### src/rtl/prog_loader.sv
// prog_loader: host-side writer for the core's instruction memory.
// Streams words into consecutive addresses from 0 while holding the core
// in reset, then pulses core_start and waits for core_done.
module prog_loader #(
   parameter int unsigned AW = 8,
   parameter int unsigned IW = 9,
   parameter int unsigned LW = 9
) (
   input  logic          clk,
   input  logic          reset,
   input  logic          load_req,
   input  logic [LW-1:0] len,
   input  logic          in_valid,
   input  logic [IW-1:0] in_data,
   output logic          in_ready,
   output logic          im_wen,
   output logic [AW-1:0] im_addr,
   output logic [IW-1:0] im_wdata,
   output logic          core_hold,
   output logic          core_start,
   input  logic          core_done,
   output logic          busy,
   output logic [LW-1:0] loaded_count,
   output logic          err
);

   typedef enum logic [1:0] {StIdle, StLoad, StStart, StRun} state_t;

   state_t        state_q, state_d;
   logic [LW-1:0] len_q, len_d;
   logic [LW-1:0] count_q, count_d;
   logic [AW-1:0] addr_q, addr_d;
   logic          err_q, err_d;
   logic          xfer;

   // Next-state and Moore/Mealy outputs for the load session
   always_comb begin
      state_d    = state_q;
      len_d      = len_q;
      count_d    = count_q;
      addr_d     = addr_q;
      err_d      = err_q;
      in_ready   = 1'b0;
      core_hold  = 1'b0;
      core_start = 1'b0;
      busy       = 1'b1;
      xfer       = 1'b0;
      case (state_q)
         StIdle: begin
            busy = 1'b0;
            if (load_req) begin
               if (len != '0) begin
                  len_d   = len;
                  count_d = '0;
                  addr_d  = '0;
                  err_d   = 1'b0;
                  state_d = StLoad;
               end else begin
                  err_d = 1'b1;
               end
            end
         end
         StLoad: begin
            in_ready  = 1'b1;
            core_hold = 1'b1;
            xfer      = in_valid;
            if (in_valid) begin
               // Address may wrap to 0 on a full image; in_ready drops so no write follows
               addr_d  = addr_q + AW'(1);
               count_d = count_q + LW'(1);
               if (count_q + LW'(1) == len_q) begin
                  state_d = StStart;
               end
            end
         end
         StStart: begin
            core_start = 1'b1;
            state_d    = StRun;
         end
         StRun: begin
            if (core_done) begin
               state_d = StIdle;
            end
         end
         default: state_d = StIdle;
      endcase
   end

   // State and session registers
   always_ff @(posedge clk or posedge reset) begin
      if (reset) begin
         state_q <= StIdle;
         len_q   <= '0;
         count_q <= '0;
         addr_q  <= '0;
         err_q   <= 1'b0;
      end else begin
         state_q <= state_d;
         len_q   <= len_d;
         count_q <= count_d;
         addr_q  <= addr_d;
         err_q   <= err_d;
      end
   end

   // Write port is combinational on a transfer; data is zeroed otherwise
   always_comb begin
      im_wen   = xfer;
      im_addr  = addr_q;
      im_wdata = xfer ? in_data : '0;
   end

   assign loaded_count = count_q;
   assign err          = err_q;

endmodule

### config.mk
export PLATFORM = sky130hd
export DESIGN_NAME = prog_loader
export DESIGN_NICKNAME = d
export VERILOG_FILES = /design/src/rtl/prog_loader.sv
export SDC_FILE = /design/constraint.sdc
export NUM_CORES = 1
export LEC_CHECK = 0
export CAP_MARGIN = 20
export CORE_ASPECT_RATIO = 1.5
export CORE_MARGIN = 8
export CORE_UTILIZATION = 52
export DETAILED_ROUTE_END_ITERATION = 8
export HOLD_SLACK_MARGIN = 0.12
export MAX_ROUTING_LAYER = met4
export PLACE_DENSITY = 0.86
export SETUP_SLACK_MARGIN = 0.05
export SYNTH_ARGS = -nofsm -noshare
export SYNTH_HDL_FRONTEND = slang
export SYNTH_SLANG_ARGS = --single-unit
### constraint.sdc
create_clock -name clk -period 5.8 [get_ports clk]
set_input_delay 1.45 -clock clk [delete_from_list [all_inputs] [get_ports clk]]
set_output_delay 1.45 -clock clk [all_outputs]
set_load 0.05 [all_outputs]
[After elaboration in Yosys (flattened, before gate mapping)]
Cells that the tools add are included.
W data, S select, Z words.
Word-level totals
  output and inout bits: 32
  flip-flop bits (word level): 29
  latch bits: 0
  ROM bits: 0
  bits in writable memories: 0
  input bits: 23
  memories: 0
  logic and storage cells: 43
Operators by class
  reduce and logical (&&, ||, !) cells: 7
  magnitude comparators: 0
  shift operators: 0
  $mul: 0
  muxes and demuxes: 20
  div/mod/pow operators: 0
  bitwise gates (word level): 0
  equal/unequal tests: 9
  $add $sub $neg: 2
Operators with widths (number)
  $mux W9: 4
  $mux W8: 3
  $pmux W9 S2: 1
  $pmux W8 S2: 1
  $mux W2: 5
  $ne A2 B2 Y1 const B: 5
  $add A9 B1 Y9 const B: 1
  $eq A9 B9 Y1: 1
  $reduce_bool A9 Y1: 1
  $add A8 B1 Y8 const B: 1
  $pmux W2 S4: 1
  $mux W1: 5
  $reduce_and A5 Y1: 1
  $eq A2 B2 Y1 const B: 2
  $reduce_and A4 Y1: 1
  $reduce_and A3 Y1: 1
  $eq A2 B1 Y1 const B: 1
  $logic_not A2 Y1: 1
  $reduce_and A2 Y1: 1
  $reduce_bool A2 Y1: 1

[Depth between registers and ports, before layout]
Gate-level depths: netlist of the first run.
  depth in word-level cells: 5
  gate-level depth with buffers: 8
  mapped depth without buffers: 8

[Worst setup path before layout of the first run]
Ideal clock, no wire load.
  path kind: input port to output port
  from: in in_valid
  to: out im_wdata[0]
  setup slack: 2.203 ns
  path buffers: 1
  stages: 2
  data arrival time: 2.147 ns
  data required time: 4.350 ns
  cells stage by stage: clkbuf_1 and3_1
Between the ends
  word-level cells in the longest chain between the ends: 2
RTL lines
  start: declaration: line 13  | input logic in_valid,
  $mux W1: line 48  | case (state_q)
  $mux W9: line 110  | im_wdata = xfer ? in_data : '0;
  end: declaration: line 18  | output logic [IW-1:0] im_wdata,
No other way between the ends.

[Final worst setup path of the first run]
  from: in in_valid
  to: out im_wen
Between the ends
  word-level cells in the longest chain between the ends: 1
RTL lines
  $mux W1: line 48
  end: declaration: line 16  | output logic im_wen,
No other way between the ends.

==> metrics.yaml, run 1 <==
status: "finished, final reports clean"
slew_headroom_pct: 60.6
clock_latency_ps: 280
critPathRequiredTime_ps: 4350
hold_class: "reg2reg"
yosysWarnings: 0
synthSimpleGateAreaFrac_pct: 24.1
synth_top_family_by_area: "simple AND/OR/NAND/NOR gates"
ios: 55
setup_tns_ps: 0
grt_use_met3_pct: 3.94
holdCritStartpoint: "len_q[8]"
r2r-start: "state_q[1]"
synth-xor-area-share_pct: 3.58
layout_commonest_cell: "clkdlybuf4s50_1"
synth_compound_area_share_pct: 23.5
fmax_mhz: 214
worstPathArrival_ps: 3220
grt_pass1_wl_mm: 8.12
drt_first_pass_iters: 4
fin_crit_ps: 4670
drive_above_1_share_pct: 9.36
irDropWorstVdd_v: 0.000411
final_cell_mix: "54 x clkdlybuf4s50_1, 36 x nand2_1, 29 x dfrtp_1"
worstSetupEndpointType: "output pin"
overflow: 0
cts_root_buf: "clkbuf_8"
critical_path_class: "in2out"
setup_viol: 0
synthesis.area_sq_um: 1960
use_met1_pct: 19.4
p_switching_w: 0.000516
tritoncts: "built"
rows: 27
netlist_instances: 217
viasPerCell: 5.82
synth_area_leaders: "dfrtp_1 37%, nand2_1 6.9%, ha_1 4.5%"
grt_use_total_pct: 17.1
dpl.hpwl_mm: 3.64
stdcell_count: 310
p_int_w: 0.000589
die_y_um: 91.2
rsz0062_at_grt: "false"
coreArea_sq_um: 3650
area_growth_pct: 32.1
cts.sinks: 29
routed_wl_mm: 4.86
fp.dieArea_sq_um: 6030
hold-path-endpoint: "len_q[8]"
synthArstFlopShare_pct: 100
ys_types: 56
avgRoutedWirePerCell_um: 15.7
antenna_found_initial: 0
postLayoutCoreUtil_pct: 70.9
die_w_um: 66.1
cp_max_fo: 12
comb_power_share_pct: 57.0
avgSynthCellArea_sq_um: 9.02
synthMuxAreaShare_pct: 1.66
drt-initial-drc-count: 103
ys_seq_elements: 29
p_seq_share_pct: 28.1
numPortBuffers: 54
hold_path_depth: 2
r2r_end: "im_addr[7]"
cts_resized: 0
htree_levels: 2
clk_path_buf_depth: 2
gp_congestion: 0.818
post_cts_buffers: 0
synth_edf_count: 0
route.detailed.drc: 0
top_usage_layer: "met2"
synth_top_area_cell: "dfrtp_1"
worst_slew_pin_slew_ps: 591
grt_pass1_vias: 1745
skew_ps: 4.59
synth_ff_type: "dfrtp_1"
grtUsageMet2_pct: 27.6
reg2reg_depth: 6
ys_seq_area_share_pct: 37.1
start_kind: "primary input"
postCtsHoldBufs: 0
postRouteAntennaNets: 0
start_util_pct: 53.7
synth_top_area_share_pct: 37.1
nNetsFinal: 297
p_leak_nw: 1.06
cap_violations: 0
clk_pin_slew_ps: 60
hold_viol_final: 0
pwr-share-clk_pct: 14.9
cts_buffers: 5
vias: 1805
p_per_area_nw_per_um2: 427
antenna_cells: 0
drv_slew: 0
reg2reg_slack_ps: 3360
synth_nets: 247
finalCritPeriodShare_pct: 80.5
swShare_pct: 46.7
grt_max_degree: 30
yosys.area_share.adder_pct: 4.47
dp_cells: 302
==> power groups by stage <==
| stage | Combinational [W] | Sequential [W] | Clock [W] |
|---|---|---|---|
| floorplan | 0.000442 | 0.000346 | 0 |
| global placement | 0.000611 | 0.000311 | 0 |
| detailed placement | 0.000623 | 0.000314 | 0 |
| CTS | 0.000627 | 0.000311 | 0.000169 |
| global route | 0.000682 | 0.000321 | 0.000180 |
| finish | 0.000630 | 0.000311 | 0.000165 |
==> critical path, stage by stage <==
cell and delay, ps:
clkdlybuf4s50_1 690, and2_1 240, clkdlybuf4s50_1 830
==> synth_stat cells, types with 2 or more instances <==
cell type and count:
nand2b_1 5, o21ai_1 15, o21a_1 2, nor2_1 15, o21ai_0 6, nand3_1 7, a31oi_1 3, ha_1 7
mux2_2 2, clkbuf_1 2, buf_4 4, a32o_1 2, o21ai_2 3, a22o_2 2, xor2_1 2, buf_6 2
o31ai_1 6, o211ai_1 4, dfrtp_1 29, a21oi_1 3, nand2_1 36, and3_1 12, inv_1 7, nor4_1 2
buf_2 3, xnor2_1 6
==> registers in the layout (all words and copies together) (netlist names) <==
| signal | flops |
|---|---|
| state_q | 2 |
| loaded_count | 9 |
| im_addr | 8 |
| err | 1 |
| len_q | 9 |
==> worst max path at each step <==
stage,from,end,slack (ps)
after global routing,in_valid,im_wen,1070
after global placement,in_valid,im_wen,1150
after CTS,in_valid,im_wen,1130
final,in_valid,im_wen,1130
after detailed placement,in_valid,im_wen,1130
after floorplan,in_valid,im_wdata[0],2200
==> cell families (layout without fill, tap and decap cells) <==
| group | after synthesis | count (layout) |
|---|---|---|
| AO/OA/AOI/OAI | 60 | 60 |
| flip-flops | 29 | 29 |
| adder cells (fa/ha/maj) | 7 | 7 |
| buffers and inverters | 20 | 70 |
| XOR/XNOR | 8 | 8 |
| AND/OR/NAND/NOR | 90 | 90 |
| multiplexers | 3 | 3 |
==> layout make-up <==
type | instances | area [sq um]
timing repair buffer | 55 | 568
multi-input combinational | 168 | 1120
clock buffer | 7 | 86.3
inverter | 8 | 30.0
fill | 289 | 1060
sequential | 29 | 726
tap | 43 | 53.8
==> layer usage <==
| layer | vias to the layer above | routed length [um] | part of all wire, % |
|---|---|---|---|
| li1 | 881 | - | - |
| met5 | - | 0 | 0 |
| met1 | 865 | 2000 | 41 |
| met3 | 13 | 220 | 4.5 |
| met2 | 46 | 2500 | 52 |
| met4 | 0 | 137 | 2.8 |
==> per-stage QoR <==
step / power (W) / instance area [sq um] / setup slack (ps) / hold slack [ps]
after floorplan: 0.000788 / 1960 / 2200 / 467
after global placement: 0.000922 / 2470 / 1150 / 472
after detailed placement: 0.000937 / 2470 / 1130 / 491
after CTS: 0.00111 / 2560 / 1130 / 505
after global routing: 0.00118 / 2590 / 1070 / 546
final: 0.00111 / 2590 / 1130 / 500
Note: power is estimated with default switching activity, not from simulation.
==> run 2: changes to the inputs <==
Settings changed: CORE_UTILIZATION 52 to 43, PLACE_DENSITY 0.86 to 0.76.
Clock period 5.8 ns to 4 ns, I/O delays scaled along.
==> metrics.yaml, run 2 (synthesis gave the netlist of run 1 again) <==
status: "finished, final reports clean"
ios: 55
cts_root_buf: "clkbuf_8"
cp_num_buf_inv: 2
top_usage_layer: "met2"
die_y_um: 98.6
dpl-instance-area_sq_um: 2480
fmax_mhz: 313
stdcell_count: 317
critical_path_class: "reg2out"
cp_max_fo: 17
drt-initial-drc-count: 64
p_leak_nw: 1.09
postRouteAntennaNets: 0
grt_use_met3_pct: 2.44
dp_cells: 309
coreArea_sq_um: 4470
antenna_found_initial: 0
drv_slew: 0
use_met1_pct: 15.5
worstSetupEndpointType: "output pin"
cts_buffers: 5
grt_pass1_vias: 1744
cp_cell_sequence: "inv_1 -> ha_1 -> clkdlybuf4s50_1"
hold_viol_final: 0
slew_headroom_pct: 61.1
grt_use_total_pct: 14.8
numPortBuffers: 54
tritoncts: "built"
start_kind: "flop"
rows: 30
setup_tns_ps: 0
critPathRequiredTime_ps: 3000
pre_cts_slack_ps: 844
post_cts_buffers: 0
area_growth_pct: 31.6
fin_area_sq_um: 2580
grt_max_degree: 19
critPathMaxStageDelay_ps: 910
rsz0062_at_grt: "false"
grt_pass1_wl_mm: 8.18
vias: 1773
clk_path_buf_depth: 2
layout_commonest_cell: "clkdlybuf4s50_1"
fin_ws_ps: 805
routed_wl_mm: 4.90
reg2reg_slack_ps: 1550
fp.dieArea_sq_um: 7010
worst_slew_pin_slew_ps: 583
irDropWorstVdd_v: 0.000318
die_w_um: 71.1
n_fill_cell: 398
grtUsageMet2_pct: 26.6
viasPerCell: 5.59
clock_latency_ps: 280
drt_first_pass_iters: 4
fin_crit_ps: 3190
cap_violations: 0
p_per_area_nw_per_um2: 632
drive_above_1_share_pct: 14.1
gp_congestion: 0.820
crit_path_top_delay_cell: "clkdlybuf4s50_1"
dpl.hpwl_mm: 3.73
critPathTopFamily: "buffers and inverters"
start_util_pct: 43.8
overflow: 0
postCtsHoldBufs: 0
setup_viol: 0
antenna_cells: 0
cts_resized: 0
final_cell_mix: "44 x clkdlybuf4s50_1, 36 x nand2_1, 29 x dfrtp_1"
clk_pin_slew_ps: 60
worstPathArrival_ps: 2190
finalCritPeriodShare_pct: 79.9
total_power_w: 0.00163
nNetsFinal: 298
htree_levels: 2
route.detailed.drc: 0
cts.sinks: 29
skew_ps: 6.58
avgRoutedWirePerCell_um: 15.4
hold_class: "reg2reg"
## run 2: changes by cell type in the layout (fill, tap and decap cells not counted), sizes merged
cell           change
buf               +11
clkdlybuf4s50     -10
clkinv             +1
## run 2: metrics by stage
stage	util [%]	hold WS, ps
after CTS	57.7	505
after detailed placement	55.4	491
after floorplan	-	467
after global placement	55.1	483
final	57.7	498
after global routing	57.7	540
## run 2: layout make-up
type / count / area (sq um) / area share (%)
inverters: 8 / 30.0 / 1.17
clock inverters: 1 / 5.00 / 0.194
repair buffers: 56 / 538 / 20.9
flip-flops and latches: 29 / 726 / 28.2
multi-input cells: 168 / 1120 / 43.5
well taps: 48 / 60.1 / 2.33
clock buffers: 7 / 96.3 / 3.74
## run 2: power by group
| group | switching [W] | total (W) | internal (W) |
|---|---|---|---|
| Sequential | 0.0000852 | 0.000455 | 0.000369 |
| Clock | 0.000111 | 0.000266 | 0.000155 |
| Combinational | 0.000563 | 0.000909 | 0.000346 |
| Total | 0.000759 | 0.00163 | 0.000870 |
## run 2: metal layers
metal | wire (um) | vias to the layer above
met5 | 0 | -
met4 | 76 | 0
li1 | - | 885
met2 | 2690 | 26
met3 | 113 | 5
met1 | 2020 | 857
## run 2: worst reg2reg max path, cell delays in order, from the launching register on
cell and delay, ps:
dfrtp_1 420, inv_1 110, ha_1 470, clkinv_1 440, o22ai_4 570, o21ai_1 140
a22o_1 190
## run 2: path summary, 6_finish.rpt
| path | startpoint | end | cells past startpoint |
|---|---|---|---|
| setup / recovery | state_q[1] | in_ready | 3 |
| hold / removal | len_q[8] | len_q[8] | 2 |
| setup reg to reg | state_q[1] | im_addr[7] | 6 |
| hold reg to reg | len_q[8] | len_q[8] | 2 |
| max in group asynchronous | reset | state_q[1] | 3 |
| min in group asynchronous | reset | im_addr[3] | 2 |
==> run 3: changes to the inputs <==
Clock period 4 ns to 2.64 ns, I/O delays scaled along.
==> metrics.yaml, run 3 (synthesis gave the netlist of run 1 again) <==
drt_first_pass_iters: 4
area_growth_pct: 40.6
cts_buffers: 5
postCtsHoldBufs: 0
stdcell_count: 324
crit_path_top_delay_cell: "clkdlybuf4s50_1"
route.detailed.drc: 0
finalCritPeriodShare_pct: 94.3
comb_power_share_pct: 58.3
clk_path_buf_depth: 2
fin_crit_ps: 2490
critPathRequiredTime_ps: 1980
cts_resized: 0
tritoncts: "built"
cp_max_fo: 5
overflow: 0
p_per_area_nw_per_um2: 952
critPathMaxStageDelay_ps: 810
start_util_pct: 43.8
status: "finished, final reports clean"
setup_tns_ps: 0
setup_viol: 0
vias: 1819
fmax_mhz: 402
gp_congestion: 0.835
critical_path_class: "reg2out"
ios: 55
worst_slew_pin_slew_ps: 537
p_leak_nw: 1.16
p_seq_share_pct: 26.3
drv_slew: 0
antenna_cells: 0
worstPathArrival_ps: 1830
n_fill_cell: 369
drt-initial-drc-count: 69
htree_levels: 2
cp_num_buf_inv: 2
skew_ps: 4.75
nNetsFinal: 305
irDropWorstVdd_v: 0.000726
avgRoutedWirePerCell_um: 15.5
clock_latency_ps: 280
worstSetupEndpointType: "output pin"
rows: 30
dp_cells: 316
hold_class: "reg2reg"
hold_path_depth: 2
antenna_found_initial: 0
drive_above_1_share_pct: 17.4
grt_pass1_vias: 1815
multi_input_area_sq_um: 1120
pwr-share-clk_pct: 15.4
layout_commonest_cell: "clkdlybuf4s50_1"
postRouteAntennaNets: 0
grt_max_degree: 30
final_cell_mix: "41 x clkdlybuf4s50_1, 36 x nand2_1, 29 x dfrtp_1"
coreArea_sq_um: 4470
cp_cell_sequence: "inv_1 -> ha_1 -> clkdlybuf4s50_1"
cp.depth: 3
reg2reg_depth: 7
critPathTopFamily: "buffers and inverters"
grt_use_total_pct: 15.5
reg2reg_slack_ps: 400
die_w_um: 71.1
cap_violations: 0
clk_pin_slew_ps: 60
p_int_w: 0.00143
register_area_sq_um: 726
dpl.hpwl_mm: 3.90
fp.dieArea_sq_um: 7010
rsz0062_at_grt: "false"
cts.sinks: 29
swShare_pct: 45.3
grt_pass1_wl_mm: 8.56
cts_root_buf: "clkbuf_8"
slew_headroom_pct: 64.1
routed_wl_mm: 5.02
numPortBuffers: 54
viasPerCell: 5.61
p_switching_w: 0.00119
die_y_um: 98.6
post_cts_buffers: 0
hold_viol_final: 0
start_kind: "flop"
run 3: cell types whose count changed in the layout (fill, tap and decap cells not counted), sizes merged:
| cell | change |
|---|---|
| buf | +10 |
| clkdlybuf4s50 | -3 |
run 3: final timing paths:
kind	from	end
min reg2reg	err	err
min in group asynchronous	reset	loaded_count[4]
max reg2reg	loaded_count[0]	state_q[1]
min	err	err
max in group asynchronous	reset	len_q[7]
max	state_q[0]	core_start
run 3: layout make-up:
class | instances | area share [%]
Sequential cell | 29 | 26.4
Timing Repair Buffer | 63 | 25.9
Tap cell | 48 | 2.18
Inverter | 8 | 1.09
Clock inverter | 1 | 0.182
Multi-Input combinational cell | 168 | 40.8
Clock buffer | 7 | 3.50
run 3: metal layers:
metal  routed length (um)  global-route usage [%]  vias to the layer above  part of all wire [%]
met5                    0                       -                        -                     0
met4                  153                    8.05                        0                   3.1
met3                  154                    2.95                       12                   3.1
met2                 2640                    26.6                       38                    53
met1                 2070                    16.3                      871                    41
li1                     -                       -                      898                     -
run 3: power by group through the flow:
| stage | combinational [W] | clock [W] | sequential (W) |
|---|---|---|---|
| finish | 0.00153 | 0.000404 | 0.000689 |
| global route | 0.00167 | 0.000427 | 0.000705 |
| CTS | 0.00154 | 0.000408 | 0.000688 |
| detailed placement | 0.00153 | 0 | 0.000696 |
| global placement | 0.00150 | 0 | 0.000687 |
| floorplan | 0.000971 | 0 | 0.000760 |
run 3: per-stage QoR:
stage	worst slack [ps]	utilization, %	total power, W	area (sq um)	hold slack (ps)
2_1_floorplan	172	-	0.00173	1960	467
3_3_place_gp	82.9	59.4	0.00218	2650	477
3_5_place_dp	53.3	59.4	0.00222	2650	478
4_1_cts	135	61.6	0.00263	2750	496
5_1_grt	103	61.6	0.00280	2750	524
6_report	150	61.6	0.00262	2750	499
run 3: tightest hold or removal path: stages (launching register included):
cell     delay, ps
dfrtp_1        340
nand2_1         50
o21ai_0         70
